--- src/rtl/ps2_scancode_filter.sv ---
// PS/2 Set-2 scan-code filter: strips E0/F0 prefixes, drops repeats and housekeeping
// bytes, and emits each new key press as a stretched keyIn strobe with stable key data.
module ps2_scancode_filter #(
    parameter int unsigned PULSE_CYCLES    = 4,
    parameter int unsigned TIMEOUT_CYCLES  = 50000,
    parameter bit          SUPPRESS_REPEAT = 1'b1
) (
    input  logic       clock,
    input  logic       resetn,
    input  logic [7:0] ps2Byte,
    input  logic       ps2ByteValid,
    output logic       keyIn,
    output logic [7:0] keyHexIn,
    output logic       keyExt,
    output logic       keyHeld,
    output logic       overflow
);

    localparam int unsigned TO_W = (TIMEOUT_CYCLES > 2) ? $clog2(TIMEOUT_CYCLES) : 1;
    localparam int unsigned PC_W = (PULSE_CYCLES > 1) ? $clog2(PULSE_CYCLES + 1) : 1;

    typedef enum logic [2:0] {
        P_IDLE,
        P_PRE_E0,
        P_PRE_F0,
        P_PRE_E0F0,
        P_SKIP
    } p_state_t;

    typedef enum logic [1:0] {
        E_IDLE,
        E_HIGH,
        E_GAP
    } e_state_t;

    p_state_t        p_state;
    logic [2:0]      skip_cnt;
    logic [TO_W-1:0] to_cnt;

    e_state_t        e_state;
    logic [PC_W-1:0] pulse_cnt;
    logic            pend_valid;
    logic [7:0]      pend_code;
    logic            pend_ext;

    logic make_c;
    logic brk_c;
    logic ext_c;
    logic match_c;
    logic make_ok_c;
    logic brk_hit_c;

    // Classify the current byte as make / break for the parser state it arrives in
    always_comb begin
        make_c = 1'b0;
        brk_c  = 1'b0;
        ext_c  = 1'b0;
        if (ps2ByteValid) begin
            case (p_state)
                P_IDLE: begin
                    case (ps2Byte)
                        8'hE0, 8'hF0, 8'hE1: ;
                        8'hAA, 8'hFA, 8'hFE, 8'hEE, 8'h00, 8'hFF: ;
                        default: make_c = 1'b1;
                    endcase
                end
                P_PRE_E0: begin
                    if (ps2Byte != 8'hF0 && ps2Byte != 8'h12 && ps2Byte != 8'h59) begin
                        make_c = 1'b1;
                        ext_c  = 1'b1;
                    end
                end
                P_PRE_F0: begin
                    brk_c = 1'b1;
                end
                P_PRE_E0F0: begin
                    brk_c = 1'b1;
                    ext_c = 1'b1;
                end
                default: ;
            endcase
        end
    end

    // Compare against the last emitted key to detect repeats and its own release
    always_comb begin
        match_c   = ({ext_c, ps2Byte} == {keyExt, keyHexIn});
        make_ok_c = make_c && !(SUPPRESS_REPEAT && keyHeld && match_c);
        brk_hit_c = brk_c && match_c;
    end

    // Parser FSM: tracks prefixes, Pause-sequence skipping and the idle timeout
    always_ff @(posedge clock or negedge resetn) begin
        if (!resetn) begin
            p_state  <= P_IDLE;
            skip_cnt <= 3'd0;
            to_cnt   <= '0;
        end else if (ps2ByteValid) begin
            to_cnt <= '0;
            case (p_state)
                P_IDLE: begin
                    case (ps2Byte)
                        8'hE0: p_state <= P_PRE_E0;
                        8'hF0: p_state <= P_PRE_F0;
                        8'hE1: begin
                            p_state  <= P_SKIP;
                            skip_cnt <= 3'd7;
                        end
                        default: p_state <= P_IDLE;
                    endcase
                end
                P_PRE_E0: begin
                    if (ps2Byte == 8'hF0) begin
                        p_state <= P_PRE_E0F0;
                    end else begin
                        p_state <= P_IDLE;
                    end
                end
                P_SKIP: begin
                    if (skip_cnt <= 3'd1) begin
                        p_state <= P_IDLE;
                    end
                    skip_cnt <= skip_cnt - 3'd1;
                end
                default: p_state <= P_IDLE;
            endcase
        end else if (p_state != P_IDLE) begin
            if (to_cnt == TO_W'(TIMEOUT_CYCLES - 1)) begin
                p_state <= P_IDLE;
                to_cnt  <= '0;
            end else begin
                to_cnt <= to_cnt + TO_W'(1);
            end
        end else begin
            to_cnt <= '0;
        end
    end

    // Emitter FSM: stretched keyIn pulse, one-cycle gap, one-entry pending buffer
    always_ff @(posedge clock or negedge resetn) begin
        if (!resetn) begin
            e_state    <= E_IDLE;
            pulse_cnt  <= '0;
            pend_valid <= 1'b0;
            pend_code  <= 8'h00;
            pend_ext   <= 1'b0;
            keyIn      <= 1'b0;
            keyHexIn   <= 8'h00;
            keyExt     <= 1'b0;
            keyHeld    <= 1'b0;
            overflow   <= 1'b0;
        end else begin
            overflow <= 1'b0;
            if (brk_hit_c) begin
                keyHeld <= 1'b0;
            end
            case (e_state)
                E_IDLE: begin
                    if (make_ok_c) begin
                        keyIn     <= 1'b1;
                        keyHexIn  <= ps2Byte;
                        keyExt    <= ext_c;
                        keyHeld   <= 1'b1;
                        pulse_cnt <= PC_W'(1);
                        e_state   <= E_HIGH;
                    end
                end
                E_HIGH: begin
                    if (pulse_cnt == PC_W'(PULSE_CYCLES)) begin
                        keyIn   <= 1'b0;
                        e_state <= E_GAP;
                    end else begin
                        pulse_cnt <= pulse_cnt + PC_W'(1);
                    end
                    if (make_ok_c) begin
                        overflow   <= pend_valid;
                        pend_valid <= 1'b1;
                        pend_code  <= ps2Byte;
                        pend_ext   <= ext_c;
                    end
                end
                E_GAP: begin
                    if (pend_valid) begin
                        keyIn     <= 1'b1;
                        keyHexIn  <= pend_code;
                        keyExt    <= pend_ext;
                        keyHeld   <= 1'b1;
                        pulse_cnt <= PC_W'(1);
                        e_state   <= E_HIGH;
                        if (make_ok_c) begin
                            pend_code <= ps2Byte;
                            pend_ext  <= ext_c;
                        end else begin
                            pend_valid <= 1'b0;
                        end
                    end else if (make_ok_c) begin
                        keyIn     <= 1'b1;
                        keyHexIn  <= ps2Byte;
                        keyExt    <= ext_c;
                        keyHeld   <= 1'b1;
                        pulse_cnt <= PC_W'(1);
                        e_state   <= E_HIGH;
                    end else begin
                        e_state <= E_IDLE;
                    end
                end
                default: e_state <= E_IDLE;
            endcase
        end
    end

endmodule

--- config.mk ---
export PLATFORM = sky130hd
export DESIGN_NAME = ps2_scancode_filter
export DESIGN_NICKNAME = d
export VERILOG_FILES = /design/src/rtl/ps2_scancode_filter.sv
export SDC_FILE = /design/constraint.sdc
export NUM_CORES = 1
export LEC_CHECK = 0
export ABC_AREA = 1
export CORE_AREA = 2 2 111 70
export CTS_BUF_LIST = sky130_fd_sc_hd__clkbuf_4 sky130_fd_sc_hd__clkbuf_8
export CTS_CLUSTER_DIAMETER = 60
export CTS_CLUSTER_SIZE = 20
export DETAILED_ROUTE_END_ITERATION = 6
export DIE_AREA = 0 0 113 72
export GPL_TIMING_DRIVEN = 0
export PLACE_DENSITY = 0.66
export SLEW_MARGIN = 20
export SYNTH_ARGS = -nofsm -noshare
export SYNTH_HDL_FRONTEND = slang
export SYNTH_SLANG_ARGS = --single-unit
--- constraint.sdc ---
create_clock -name clock -period 2.1 [get_ports clock]
set_clock_uncertainty 0.15 [all_clocks]
set_input_delay 0.21 -clock clock [delete_from_list [all_inputs] [get_ports clock]]
set_output_delay 0.21 -clock clock [all_outputs]
set_load 0.005 [all_outputs]
== Yosys cells after proc, flatten, opt, wreduce, memory -nomap -nowiden ==
Cells that the tools add are included.
Cells by class
  add/sub/neg operators: 3
  $mul: 0
  divide/modulo/power cells: 0
  magnitude comparators: 1
  eq/ne operators: 27
  shift-type cells: 0
  multiplexer cells: 55
  bitwise gates (word level): 0
  reductions and logical operators: 25
Operators by type and width (count)
  8-bit == test, second input constant: 8
  16-bit 2-to-1 mux: 3
  8-bit 2-to-1 mux: 4
  8-bit case mux with 2 select lines: 2
  3-bit case mux with 3 select lines: 3
  3-bit 2-to-1 mux: 8
  1-bit 2-to-1 mux: 23
  16-bit by 1-bit adder with 16-bit output, second input constant: 1
  16-bit == test, second input constant: 1
  1-bit case mux with 2 select lines: 6
  2-bit inequality test, second input constant: 5
  2-bit AND reduction: 5
  2-bit nonzero test: 5
  9-bit == test: 1
  9-bit OR reduction: 1
  8-bit logical NOT: 1
  8-bit by 5-bit inequality test with 1-bit output, second input constant: 1
  8-bit by 7-bit inequality test with 1-bit output, second input constant: 1
  8-bit inequality test, second input constant: 1
  3-bit by 2-bit == test with 1-bit output, second input constant: 2
  3-bit == test, second input constant: 2
  2-bit 2-to-1 mux: 3
  2-bit case mux with 3 select lines: 1
  3-bit case mux with 2 select lines: 1
  16 further kinds: 22
Word-level totals
  flip-flop bits (word level): 49
  latch bits: 0
  bits in writable memories: 0
  memory bits (read-only): 0
  input port bits: 11
  output and inout port bits: 12
  word-level logic and storage cells: 124
  memories kept: 0

== Depth between registers and ports, before layout ==
Gate-level depths: netlist (run 1).
  depth after elaboration: 13
  depth in mapped cells: 16
  depth with buffers taken out: 15

== Worst setup path before layout (run 1) ==
No wires, ideal clock.
  kind: register to register
  start: register p_state[1]
  end: register pend_code[2]
  library setup time: 118 ps
  arrival: 1719 ps
  data required time: 1832 ps
  setup slack: 113 ps
  cell stages (with the launch flop): 14
  path buffers: 1
  clock period less this slack: 1987 ps
  cells stage by stage: dfrtp_1 > nor2_2 > inv_1 > nor2_2 > nand2_1 > nor2_1 > nand2_1 > a21oi_4 > nand2_4 > inv_4 > nand2_4 > buf_8 > nand2_1 > nand2_1
Between the ends
  word-level cells in the longest chain between the ends: 10
  elaborated cells between the ends (all ways): 14
  classes of those cells: eq/ne (3); mux (7); reduce/logical (4)
RTL lines
  start: declaration: line 36  | p_state_t p_state;
  start signal: assignment: line 95  | p_state <= P_IDLE;
  start signal: assignment: line 103  | 8'hE0: p_state <= P_PRE_E0;
  start signal: assignment: line 104  | 8'hF0: p_state <= P_PRE_F0;
  3-bit by 2-bit == test with 1-bit output or 3-bit by 1-bit == test with 1-bit output (tied branches): line 59  | case (p_state)
  1-bit case mux with 2 select lines: line 59
  1-bit 2-to-1 mux: line 58  | if (ps2ByteValid) begin
  9-bit == test: line 87  | match_c = ({ext_c, ps2Byte} == {keyExt, keyHexIn});
  1-bit logical AND: line 88  | make_ok_c = make_c && !(SUPPRESS_REPEAT && keyHeld && match_c);
  1-bit logical NOT: line 88
  1-bit logical AND (*): line 88
  8-bit 2-to-1 mux (*)
  8-bit 2-to-1 mux
  8-bit case mux with 2 select lines (*)
  end signal: assignment: line 178  | pend_code <= ps2Byte;
  end signal: assignment: line 191  | pend_code <= ps2Byte;
  end: declaration: line 43  | logic [7:0] pend_code;
Every way passes the cells marked *; elsewhere a longest branch is shown, timed or not. The select of a mux whose other input is x is not followed.
A chain may end at the register's enable or synchronous reset.

== Final worst setup path (run 1) ==
  start: register to_cnt[2]
  end: register to_cnt[15]
Between the ends
  word-level cells in the longest chain between the ends: 4
  elaborated cells between the ends (all ways): 5
  classes of those cells: add/sub (1); eq/ne (1); mux (3)
RTL lines
  start: declaration: line 38  | logic [TO_W-1:0] to_cnt;
  start signal: assignment: line 132  | to_cnt <= to_cnt + TO_W'(1);
  16-bit by 1-bit adder with 16-bit output or 16-bit == test (tied branches): line 132, 128
  16-bit 2-to-1 mux (*): line 128  | if (to_cnt == TO_W'(TIMEOUT_CYCLES - 1)) begin
  16-bit 2-to-1 mux (*): line 127  | end else if (p_state != P_IDLE) begin
  16-bit 2-to-1 mux (*): line 98  | end else if (ps2ByteValid) begin
Every way passes the cells marked *; elsewhere a longest branch is shown, timed or not.

==> metrics.yaml, run 1 <==
global_route:
  grt_pass1_vias: 2476
  overflow: 0
  grt_pass1_wl_um: 11700
  grt_max_degree: 50
  antenna_found_initial: 0
  track_usage: 0.183
die:
  pin_count: 23
  fp-row-count: 24
  die_x_um: 113
  core-area_sq_um: 7090
  die_area_sq_um: 8140
  die_h_um: 72
  start_util: 0.418
layout:
  final_area_sq_um: 3630
  antenna_cells: 0
  drive_above_1_share: 0.172
  nNetsFinal: 466
  area_growth_pct: 22.6
synth:
  yosys_warnings: 0
  synth.area.top_cells: "dfrtp_1, nand2_1, nor2_1"
  synthArstFlopShare: 1.00
  synth_cells: 404
  dominantRegCellSynth: "dfrtp_1"
  ys_top_cells_by_count: "nand2_1, nor2_1, dfrtp_1"
  synth_area_sq_um: 2960
  synth_seq_cells: 49
  synth.most_common_cell: "nand2_1"
  yosysTopAreaCell: "dfrtp_1"
  yosysTopAreaCellShare: 0.414
  synth-edff-count: 0
  ys_seq_area_frac: 0.414
  synth_nets: 424
  synth.distinct_cells: 37
  avgSynthCellArea_sq_um: 7.33
power_and_ir_drop:
  ir_worst_vdd_v: 0.000543
  cellLeakagePower_nw: 1.74
  power_density_nw_per_um2: 943
critical_path:
  crit_path_end_kind: "register"
  critical_path.max_fanout: 4
  cp.arrival_ns: 2.16
  critPathLaunchType: "register"
  required_ns: 2.17
  criticalPathCategory: "register to register"
sta:
  setup_violations: 0
  worst_pin_slew_ns: 0.636
  grt_setup_unrepaired: "yes"
  hold_viol_final: 0
  fmax_mhz: 478
  setup_tns_ns: 0
  min_period_ns: 2.09
  period_share: 0.997
  maxSlewViolCount: 0
  fin_worst_hold_slack_ns: 0.0668
  maxSlewHeadroom: 0.576
routing:
  wl_per_cell_um: 13.6
  drt_wl_total_um: 7320
  antenna_left: 0
  drt_drc_violations_left: 2
  drtIter0Drc: 184
  vias_per_cell: 5.07
  drtPass1Iterations: 6
  num_vias: 2728
outcome:
  violations: "DRC"
  status: "complete, but fails checks"
clock_network:
  clock-sinks: 49
  cts_made_buffers: 5
  clock_path_buffers: 2
  cts_tree: "yes"
  ctsHtreeMaxLevel: 2
  clockRootBuffer: "clkbuf_8"
  clk_pin_slew_worst_paths_ns: 0.10
  insertion_delay_ns: 0.32
placement:
  gp_congestion: 0.891
  hpwl_um: 5070
  placed_cell_area_sq_um: 3270
  portBuffers: 20
hold_path:
  hold_path_class: "input pin to register"
run:
  maxCapViolCount: 0
## logic make-up (layout without fill, tap and decap cells)
group,after synthesis,in the layout,share of synthesized area
and+or+nand+nor,238,238,0.349
buffers and inverters,55,98,0.0769
DFF,49,49,0.414
AOI/OAI and AO/OA,44,44,0.0959
adders and majority gates,9,9,0.0380
xor gates and xnor gates,9,9,0.0266
## area by class of cell
class / count / area [sq um]
Clock inverter: 3 / 25.0
Multi-Input combinational cell: 300 / 1630
Inverter: 46 / 178
Fill cell: 699 / 3450
Sequential cell: 49 / 1230
Clock buffer: 5 / 68.8
Buffer: 9 / 70.1
Timing Repair Buffer: 35 / 322
Tap cell: 91 / 114
## path summary, 6_finish.rpt
path / from / end / slack, ns / depth (start not counted)
max reg2reg: to_cnt[2] / to_cnt[15] / 0.007 / 11
max: to_cnt[2] / to_cnt[15] / 0.007 / 11
min reg2reg: pend_code[0] / pend_code[0] / 0.34 / 2
max in group asynchronous: resetn / pend_code[0] / 1.07 / 2
min in group asynchronous: resetn / keyHexIn[3] / 0.28 / 2
min: ps2Byte[5] / pend_code[5] / 0.07 / 3
## report_power, final
part	switching (mW)	internal, mW	total (mW)
sequential	0.203	1.17	1.37
combinational	0.810	0.635	1.45
clock	0.364	0.241	0.605
## layout by cell type, fill, tap and decap left out, types with 2 or more instances in the layout
master | Yosys | layout
buf_6 | 0 | 2
inv_6 | 0 | 2
clkbuf_8 | 0 | 5
a31oi_1 | 2 | 2
nor2_4 | 0 | 7
inv_2 | 2 | 3
dlygate4sd2_1 | 0 | 7
dfrtp_1 | 49 | 49
o21ai_2 | 6 | 7
nand2_4 | 2 | 2
nand3_1 | 35 | 33
inv_1 | 43 | 42
a21oi_1 | 12 | 12
nor2_1 | 57 | 46
xnor2_1 | 8 | 8
clkdlybuf4s50_1 | 0 | 12
a211oi_1 | 2 | 2
buf_2 | 3 | 3
nand4_1 | 7 | 7
o31ai_1 | 2 | 2
ha_1 | 9 | 8
o21ai_0 | 14 | 12
nand3_2 | 1 | 3
nor3_1 | 5 | 4
nand2_2 | 3 | 9
nand2_1 | 119 | 112
nor2_2 | 4 | 8
buf_4 | 1 | 14
clkbuf_1 | 4 | 2
## stage by stage
step | power (mW) | worst slack, ns | std cells | util
floorplan | 2.26 | 0.113 | 404 | -
global placement | 2.71 | -0.848 | 515 | 0.462
detailed placement | 2.75 | -0.637 | 515 | 0.462
CTS | 3.39 | 0.000970 | 529 | 0.484
global route | 3.70 | -0.132 | 538 | 0.513
finish | 3.42 | 0.00703 | 538 | 0.513
## layer usage
metal	share of wire	GRT usage	vias to the layer above
li1	-	-	1382
met1	0.50	0.259	1271
met2	0.42	0.276	65
met3	0.057	0.0501	10
met4	0.014	0.0556	0
met5	0	0	-
## worst max-delay path, stage by stage (launching register included)
cell and delay [ns]:
dfrtp_1 0.43, nand3_2 0.13, nor2_4 0.15, nand2_1 0.07, nor2_2 0.15, nand2_1 0.10, nor2_4 0.15, nand2_2 0.09
nor3_4 0.24, nand3_1 0.12, o21ai_1 0.14, nor2_1 0.06
## flip-flops by register name, summed over array words and instances, names as in the netlist
signal / count
to_cnt: 16
skip_cnt: 3
pend_ext: 1
pend_valid: 1
keyIn: 1
overflow: 1
e_state: 2
pend_code: 8
keyHeld: 1
p_state: 3
keyHexIn: 8
pulse_cnt: 3
keyExt: 1
## repair_timing
item,in CTS,in global routing
resized for setup,17,36
endpoints found under the hold margin,49,0
gates cloned,0,1
hold buffers,1,0
buffers inserted,5,8
endpoints found under the setup margin,30,33
pin swaps,3,19
Note: power is estimated with default switching activity, not from simulation.
==> run 2: changes to the inputs <==
--- a/config.mk
+++ b/config.mk
@@ -8,2 +8,3 @@
 export ABC_AREA = 1
+export CAP_MARGIN = 30
 export CORE_AREA = 2 2 111 70
@@ -16,2 +17,3 @@
 export PLACE_DENSITY = 0.66
+export SKIP_CTS_REPAIR_TIMING = 1
 export SLEW_MARGIN = 20
==> constraint.sdc (replaced) <==
create_clock -name clock -period 2.1 [get_ports clock]
set_clock_uncertainty 0.15 [all_clocks]
set_input_delay 0.42 -clock clock [delete_from_list [all_inputs] [get_ports clock]]
set_output_delay 0.42 -clock clock [all_outputs]
set_load 0.005 [all_outputs]
==> metrics.yaml, run 2 (synthesis results as in run 1) <==
global_route:
  grt_max_degree: 50  # unchanged
  grt_pass1_vias: 2436  # -1.6%
  overflow: 0  # unchanged
  grt_pass1_wl_um: 11500  # -1.3%
  track_usage: 0.181  # -0.00240
  antenna_found_initial: 0  # unchanged
die:
  core-area_sq_um: 7090  # unchanged
  fp-row-count: 24  # unchanged
  die_h_um: 72  # unchanged
  die_x_um: 113  # unchanged
  start_util: 0.418  # unchanged
  die_area_sq_um: 8140  # unchanged
  pin_count: 23  # unchanged
placement:
  portBuffers: 20  # unchanged
  hpwl_um: 5070  # unchanged
  place_ws_ns: -0.847  # -0.210 ns
  gp_congestion: 0.891  # unchanged
  placed_cell_area_sq_um: 3270  # unchanged
  dp_cells: 515  # unchanged
routing:
  drtPass1Iterations: 7  # +1
  num_vias: 2769  # +1.5%
  vias_per_cell: 5.09  # +0.38%
  drt_drc_violations_left: 2  # unchanged
  antenna_left: 0  # unchanged
  drt_wl_total_um: 7450  # +1.7%
  drtIter0Drc: 172  # -6.5%
  wl_per_cell_um: 13.7  # +0.60%
clock_network:
  cts_made_buffers: 5  # unchanged
  insertion_delay_ns: 0.32  # about the same
  clockRootBuffer: "clkbuf_8"
  clock_path_buffers: 2  # unchanged
  clk_pin_slew_worst_paths_ns: 0.10  # about the same
  ctsHtreeMaxLevel: 2  # unchanged
  clock-sinks: 49  # unchanged
  cts_tree: "yes"
power_and_ir_drop:
  pwr-share-clk: 0.173  # -0.004
  p_switching_mw: 1.41  # +2.4%
  power_density_nw_per_um2: 931  # -1.3%
  ir_worst_vdd_v: 0.000534  # -1.8%
  seq_power_share: 0.399  # -0.002
  power_mw: 3.48  # +1.8%
  swShare: 0.405  # +0.00243
  cell_internal_pwr_mw: 2.08  # +1.4%
  cellLeakagePower_nw: 1.82  # +4.4%
  share_comb_of_total_power: 0.428  # +0.006
outcome:
  status: "complete, but fails checks"
  violations: "DRC, hold timing"
layout:
  area_growth_pct: 26.4
  mostFrequentLayoutCells: "nand2_1, dfrtp_1, nor2_1, inv_1, nand3_1"
  largestRegisters: "to_cnt x16, keyHexIn x8, pend_code x8"
  nNetsFinal: 472  # +1.3%
  antenna_cells: 0  # unchanged
  final_cells: 544  # +1.1%
  regMostFlops: "to_cnt"
  regArea_sq_um: 1230  # +0.20%
  largest_reg_flops: 16  # unchanged
  final_common_cell: "nand2_1"
  multi_input_area_sq_um: 1680  # +3.4%
  drive_above_1_share: 0.223  # +0.0507
  nFillCells: 685  # -2.0%
  final_area_sq_um: 3740  # +3.1%
sta:
  fin_worst_hold_slack_ns: -0.0567  # -0.124 ns
  setup_violations: 0  # unchanged
  setup_ws_ns: 0.00440  # -0.00263 ns
  min_period_ns: 2.10  # +0.00263 ns
  grt_setup_unrepaired: "yes"
  hold_viol_final: 49  # +49
  fmax_mhz: 477  # -0.13%
  worst_pin_slew_ns: 0.634  # -0.00244 ns
  period_share: 0.998  # +0.00125
  setup_tns_ns: 0  # unchanged
  maxSlewHeadroom: 0.578  # +0.00162
  maxSlewViolCount: 0  # unchanged
critical_path:
  r2r_slack_ns: 0.004  # about the same
  criticalPathCategory: "register to register"
  crit_end: "pend_code[0]"
  required_ns: 2.20  # +0.03 ns
  critical_path.max_fanout: 8  # +4
  crit_path_end_kind: "register"
  r2r_end: "pend_code[0]"
  reg2reg_depth: 12  # +1
  cp.arrival_ns: 2.20  # +0.04 ns
  critPathLaunchType: "register"
  crit_start: "p_state[0]"
  reg2reg_from: "p_state[0]"
hold_path:
  hold_path_class: "input pin to asynchronous set/reset pin"
run:
  maxCapViolCount: 0  # unchanged
==> run 2: layout make-up <==
type	count	share of cell area
multi-input combinational	300	0.450
sequential	49	0.328
timing repair buffer	41	0.0999
inverter	46	0.0481
tap	91	0.0304
buffer	9	0.0187
clock buffer	5	0.0184
clock inverter	3	0.00668
==> run 2: worst min-delay path by stage <==
stage / end / slack (ns) / cells past startpoint
final: keyHexIn[3] / -0.06 / 1
after global routing: to_cnt[14] / 0.009 / 1
after CTS: pend_code[4] / -0.02 / 1
after detailed placement: pend_code[2] / 0.31 / 2
after global placement: pend_code[2] / 0.31 / 2
after floorplan: e_state[0] / -0.03 / 0
==> run 2: critical path: stages (launching register included) <==
cell       delay (ns)
dfrtp_2          0.45
nor2_4           0.13
inv_2            0.06
nor2_4           0.12
nand2_2          0.06
nor2_1           0.08
nand2_1          0.10
a21oi_4          0.27
nand2_8          0.13
inv_8            0.09
nand2_8          0.08
clkbuf_16        0.20
o21ai_2          0.10
==> run 2: metal layers <==
layer  track usage  up-vias  part of all wire
li1              -     1399                 -
met4        0.0556        0            0.0099
met3        0.0485        8             0.051
met1         0.259     1299              0.50
met5             0        -                 0
met2         0.269       63              0.44
==> run 2: power by group through the flow <==
stage	Sequential (mW)	Clock [mW]	Combinational [mW]
detailed placement	1.39	0	1.37
finish	1.39	0.603	1.49
CTS	1.37	0.634	1.38
global route	1.42	0.673	1.66
floorplan	1.35	0	0.904
global placement	1.38	0	1.33
==> run 2: stage by stage <==
stage / util / hold slack, ns
2_1_floorplan: - / -0.0256
3_3_place_gp: 0.462 / 0.307
3_5_place_dp: 0.462 / 0.314
4_1_cts: 0.475 / -0.0179
5_1_grt: 0.528 / 0.00916
6_report: 0.528 / -0.0567
